File: src/rtl/bus_arbiter_rr.sv
// Round-robin arbiter for a 4-master shared bus with active-low requests/grants.
// Ownership parks on the last owner; an optional hold limit forces handover when contested.
module bus_arbiter_rr #(
  parameter int HOLD_LIMIT = 16,
  parameter int CNT_W      = 5
) (
  input  logic       clk,
  input  logic       reset_,
  input  logic       m0_req_,
  input  logic       m1_req_,
  input  logic       m2_req_,
  input  logic       m3_req_,
  output logic       m0_grnt_,
  output logic       m1_grnt_,
  output logic       m2_grnt_,
  output logic       m3_grnt_,
  output logic [1:0] owner,
  output logic       preempt
);

  localparam logic [CNT_W-1:0] LIMIT_M1 = CNT_W'(HOLD_LIMIT - 1);
  localparam logic [CNT_W-1:0] CNT_MAX  = '1;

  logic [3:0]       req;
  logic [3:0]       grnt;
  logic [CNT_W-1:0] hold_cnt;

  logic             contested;
  logic             found;
  logic [1:0]       cand;
  logic [1:0]       rr_pick;
  logic [1:0]       owner_nxt;
  logic [CNT_W-1:0] hold_nxt;
  logic             preempt_nxt;

  assign req = ~{m3_req_, m2_req_, m1_req_, m0_req_};

  // First requester strictly after the current owner, in round-robin order.
  always_comb begin
    contested = |(req & ~(4'b0001 << owner));
    found     = 1'b0;
    rr_pick   = owner;
    cand      = owner;
    for (int i = 1; i < 4; i++) begin
      cand = owner + 2'(i);
      if (!found && req[cand]) begin
        rr_pick = cand;
        found   = 1'b1;
      end
    end
  end

  always_comb begin
    owner_nxt   = owner;
    hold_nxt    = '0;
    preempt_nxt = 1'b0;
    if (!req[owner]) begin
      owner_nxt = rr_pick;
    end else if (HOLD_LIMIT != 0 && contested && hold_cnt == LIMIT_M1) begin
      owner_nxt   = rr_pick;
      preempt_nxt = 1'b1;
    end else if (contested) begin
      hold_nxt = (hold_cnt == CNT_MAX) ? hold_cnt : hold_cnt + 1'b1;
    end
  end

  always_ff @(posedge clk) begin
    if (!reset_) begin
      owner    <= 2'd0;
      grnt     <= 4'b1110;
      hold_cnt <= '0;
      preempt  <= 1'b0;
    end else begin
      owner    <= owner_nxt;
      grnt     <= ~(4'b0001 << owner_nxt);
      hold_cnt <= hold_nxt;
      preempt  <= preempt_nxt;
    end
  end

  assign m0_grnt_ = grnt[0];
  assign m1_grnt_ = grnt[1];
  assign m2_grnt_ = grnt[2];
  assign m3_grnt_ = grnt[3];

endmodule

File: config.mk
export PLATFORM = sky130hd
export DESIGN_NAME = bus_arbiter_rr
export DESIGN_NICKNAME = d
export VERILOG_FILES = /design/src/rtl/bus_arbiter_rr.sv
export SDC_FILE = /design/constraint.sdc
export NUM_CORES = 1
export LEC_CHECK = 0
export ABC_AREA = 1
export BUFFER_PORTS_ARGS = -buffer_cell sky130_fd_sc_hd__clkbuf_2
export CELL_PAD_IN_SITES_DETAIL_PLACEMENT = 1
export CELL_PAD_IN_SITES_GLOBAL_PLACEMENT = 2
export CORE_MARGIN = 2
export CORE_UTILIZATION = 33
export CTS_BUF_LIST = sky130_fd_sc_hd__clkbuf_4
export DETAILED_ROUTE_END_ITERATION = 16
export HOLD_SLACK_MARGIN = 0.1
export PLACE_DENSITY = 0.84
export SLEW_MARGIN = 20
export SYNTH_ARGS = -nofsm -noshare
export SYNTH_HDL_FRONTEND = slang
export SYNTH_SLANG_ARGS = --single-unit
File: constraint.sdc
create_clock -name clk -period 3.2 [get_ports clk]
set_clock_uncertainty 0.2 [all_clocks]
set_input_delay 0.16 -clock clk [delete_from_list [all_inputs] [get_ports clk]]
set_output_delay 0.16 -clock clk [all_outputs]
set_load 0.005 [all_outputs]
==> impl_summary.log <==
[metrics] result of the run: finished clean
[metrics] number of distinct library cell variants in the gate-level netlist after synthesis: 14
[metrics] most instantiated flip-flop cell in the synthesis netlist: sky130_fd_sc_hd__dfxtp_1
[metrics] largest driver fanout on the critical path: 10
[metrics] leading post-synthesis cells by cell area: sky130_fd_sc_hd__dfxtp_1 31%, sky130_fd_sc_hd__nand2_1 18%, sky130_fd_sc_hd__ha_1 11%
[metrics] standby leakage power: 0.4670 nW
[metrics] cell count after placement: approximately 160
[metrics] routed length per instance: 11.18 µm
[metrics] number of buffers between clock root and the deepest sink: 2
[metrics] final global-route overflow total: 0
[metrics] Required @ worst endpoint: 3.17 ns
[metrics] Synth Instances: 117
[metrics] die footprint: around 2700 µm²
[metrics] number of rows created at floorplan: 17
[metrics] final setup fails: 0
[metrics] Sum Neg Setup Slack: 0 ns
[metrics] final hold violation count: 0
[metrics] Post-Synthesis Mean Instance Area: between 6 and 7 µm²
[metrics] final critical-path share of the clock period: just under 70%
[metrics] capture endpoint of the worst hold path: preempt$_SDFF_PN0_
[metrics] DRT iter0 DRCs: 8
[metrics] category of the most critical setup path: reg -> reg
[metrics] number of storage elements in the synthesis netlist: 12
[metrics] effective utilization at floorplan: a little over a third
[metrics] fraction of final layout cells sized beyond drive strength 1: a little under a fifth
[metrics] Final ANT Viol Nets: 0
[metrics] TritonCTS Sinks: 12
[metrics] Num CTS Buffers: 3
[metrics] relative slew slack: between 70% and 80%
[metrics] global-route wire length before repair: about 3100 µm
[metrics] overall die width: roughly 52 µm
[metrics] filler cell count in the final layout: around 320
[metrics] routability cong.: 0.8208
[metrics] n_diodes: 0
[metrics] leading post-synthesis cells by instance count: 37 x sky130_fd_sc_hd__nand2_1, 14 x sky130_fd_sc_hd__nand3_1, 14 x sky130_fd_sc_hd__nor2_1
[metrics] minimum setup slack among reg-to-reg paths: approximately 1.0 ns
[metrics] min Tclk post-route: ~2.2 ns
[metrics] post-cts resize count: 0
[metrics] setup repair after global routing missed its margin: false
[metrics] Clock Tree Root: sky130_fd_sc_hd__clkbuf_4
[metrics] Slew @ Worst Pin: ~0.37 ns
[metrics] clock-pin transition on the worst setup and hold timing paths: ~0.07 ns
[metrics] Achievable Freq: ~0.46 GHz
[metrics] maximum vdd ir drop: between 0.3 and 0.4 mV
[metrics] area share of the largest cell type after synthesis: 31.32%
[metrics] CP cell instances: inv_2 > ha_1 > inv_1 > nand3_1 > nand2_1 > nor2_1 > nand2_1 > nand2_1 > nand3_1 > nand3_1 > nand2_1
[metrics] pin count of the biggest net entering global routing: 11
[metrics] Total Wirelength: about 1800 µm
[metrics] startpoint kind of the worst setup timing path: register
[metrics] worst min path class: in -> reg
[metrics] dominant cell by count in the synthesized netlist: sky130_fd_sc_hd__nand2_1
[metrics] worst min-delay path startpoint: m0_req_
[metrics] worst hold-check slack: about 0.15 ns
[metrics] CTS tree: yes
[metrics] count of cells along the worst hold path: 6
[metrics] Data arrival, critical path: 2.13 ns
[metrics] worst reg2reg path depth: 11
[metrics] final core utilization: slightly above 40%
[metrics] vias in the first global route: just over 700
[metrics] DRC violations left: 0
[metrics] share of synthesized area occupied by flip-flops and latches: a little under a third
[metrics] most prevalent standard cell on the critical path: sky130_fd_sc_hd__nand2_1
[metrics] Core ar.: about 2200 µm²
[metrics] vias after detailed routing: 786
[metrics] Post-CTS Repair Setup Buffers: 0
[metrics] maximum level of the CTS H-tree: 1
[metrics] total global routing track utilization: 15.71%
[metrics] R2R Path Start: owner[0]$_SDFF_PN0_
[metrics] total number of yosys warnings: 0
[metrics] Final Max Tran Viols: 0
[metrics] total half-perimeter wirelength after legalization and detailed placement: between 1500 and 2000 µm
[metrics] Setup WS pre-CTS: between 1 and 1.5 ns
[metrics] area of the mapped netlist: approximately 770 µm²
[metrics] worst flop-to-flop path endpoint: grnt[0]$_SDFF_PN0_
[metrics] count of buffers from port buffering: 12
[metrics] die outline height: about 52 µm
[metrics] post-DR vias/cell: 4.852
[metrics] number of enable flip-flop cells after synthesis: 0
[metrics] final-stage net count: roughly 150
[metrics] clock latency of the later-clocked register in the worst-skew pair: ~0.27 ns
[metrics] area leader, netlist: sky130_fd_sc_hd__dfxtp_1
[metrics] non-filler cells, final: about 160
[metrics] Synthesized Nets: 130
[metrics] Hold Buf Count CTS: 1
[metrics] longest individual stage delay on the worst path: between 0.5 and 0.6 ns
[metrics] min setup slack post-route: between 1 and 1.5 ns
[metrics] Layout area overhead: 17.13%
[metrics] initial antenna violation count: 0
[metrics] number of max-capacitance violations reported: 0
[metrics] crit end category: register
[metrics] first-pass detailed-route iteration total: 2
[metrics] cell at the slowest stage of the critical path: sky130_fd_sc_hd__dfxtp_1
[metrics] total power density per cell area: 924.0 nW/µm²
[metrics] Synth async-reset ratio: 0%
[metrics] IO Count: 13
-- how the worst max path moves through the flow --
| stage | startpoint | end | slack, ns | cells after the start |
|---|---|---|---|---|
| finish | owner[0]$_SDFF_PN0_ | grnt[0]$_SDFF_PN0_ | 1.04 | 11 |
| global route | owner[0]$_SDFF_PN0_ | grnt[0]$_SDFF_PN0_ | 0.75 | 11 |
| CTS | owner[0]$_SDFF_PN0_ | grnt[0]$_SDFF_PN0_ | 1.01 | 11 |
| detailed placement | owner[0]$_SDFF_PN0_ | grnt[0]$_SDFF_PN0_ | 1.03 | 11 |
| global placement | owner[0]$_SDFF_PN0_ | grnt[0]$_SDFF_PN0_ | 1.09 | 11 |
| floorplan | owner[0]$_SDFF_PN0_ | grnt[2]$_SDFF_PN1_ | 1.28 | 12 |
-- power breakdown --
part | switching, mW | internal [mW]
sequential | 0.0438 | 0.191
clock | 0.0485 | 0.0451
combinational | 0.320 | 0.182
-- flip-flops by register name, indices dropped and copies added, names as in the netlist --
| signal | cells |
|---|---|
| hold_cnt | 5 |
| grnt | 4 |
| owner | 2 |
| preempt | 1 |
-- through the flow --
step	area, µm²	total power, mW
global route	898.4	0.9392
floorplan	767.0	0.6084
CTS	898.4	0.8504
detailed placement	862.1	0.7501
global placement	862.1	0.7313
finish	898.4	0.8301
-- cells in the final DEF (no fill, tap or decap) --
| cell | count |
|---|---|
| sky130_fd_sc_hd__a21oi_1 | 5 |
| sky130_fd_sc_hd__clkbuf_2 | 12 |
| sky130_fd_sc_hd__clkbuf_4 | 3 |
| sky130_fd_sc_hd__clkinv_1 | 1 |
| sky130_fd_sc_hd__dfxtp_1 | 12 |
| sky130_fd_sc_hd__dlygate4sd3_1 | 1 |
| sky130_fd_sc_hd__ha_1 | 7 |
| sky130_fd_sc_hd__inv_1 | 13 |
| sky130_fd_sc_hd__inv_2 | 1 |
| sky130_fd_sc_hd__nand2_1 | 37 |
| sky130_fd_sc_hd__nand2_2 | 5 |
| sky130_fd_sc_hd__nand2_4 | 1 |
| sky130_fd_sc_hd__nand3_1 | 14 |
| sky130_fd_sc_hd__nand4_1 | 4 |
| sky130_fd_sc_hd__nor2_1 | 14 |
| sky130_fd_sc_hd__o21ai_2 | 2 |
| sky130_fd_sc_hd__or2_2 | 1 |
| sky130_fd_sc_hd__xor2_1 | 1 |
-- worst max-delay path, delay by kind of cell, from the launching register on --
| family | cells | cell delay (ns) |
|---|---|---|
| simple gates | 8 | 0.71 |
| flops | 1 | 0.54 |
| fa+ha+maj | 1 | 0.35 |
| buf+inv | 2 | 0.24 |
-- final cells by class --
cell class / instances / area (µm²) / share of cell area, %
Clock buffer: 3 / 22.52 / 2.507
Clock inverter: 1 / 3.754 / 0.4178
Inverter: 14 / 52.55 / 5.850
Multi-Input combinational cell: 91 / 474.2 / 52.79
Sequential cell: 12 / 240.2 / 26.74
Tap cell: 28 / 35.03 / 3.900
Timing Repair Buffer: 13 / 70.07 / 7.799
-- kinds of logic (layout without fill, tap and decap cells) --
group | count (synthesis) | after routing | share of synthesized area, %
buf+inv | 14 | 31 | 6.851
fa+ha+maj | 7 | 7 | 11.42
simple gates | 76 | 76 | 43.72
compound gates | 7 | 7 | 5.546
flops | 12 | 12 | 31.32
xor+xnor | 1 | 1 | 1.142
-- routing by layer --
layer  GRT usage [%]  up-vias  share of wire [%]
met5               0        -                  0
met4           6.410        0               0.77
met3           3.429        2                1.2
met2           28.27        6                 52
met1           17.78      372                 46
li1                -      406                  -
No activity file was read; power rests on OpenSTA's default activity.
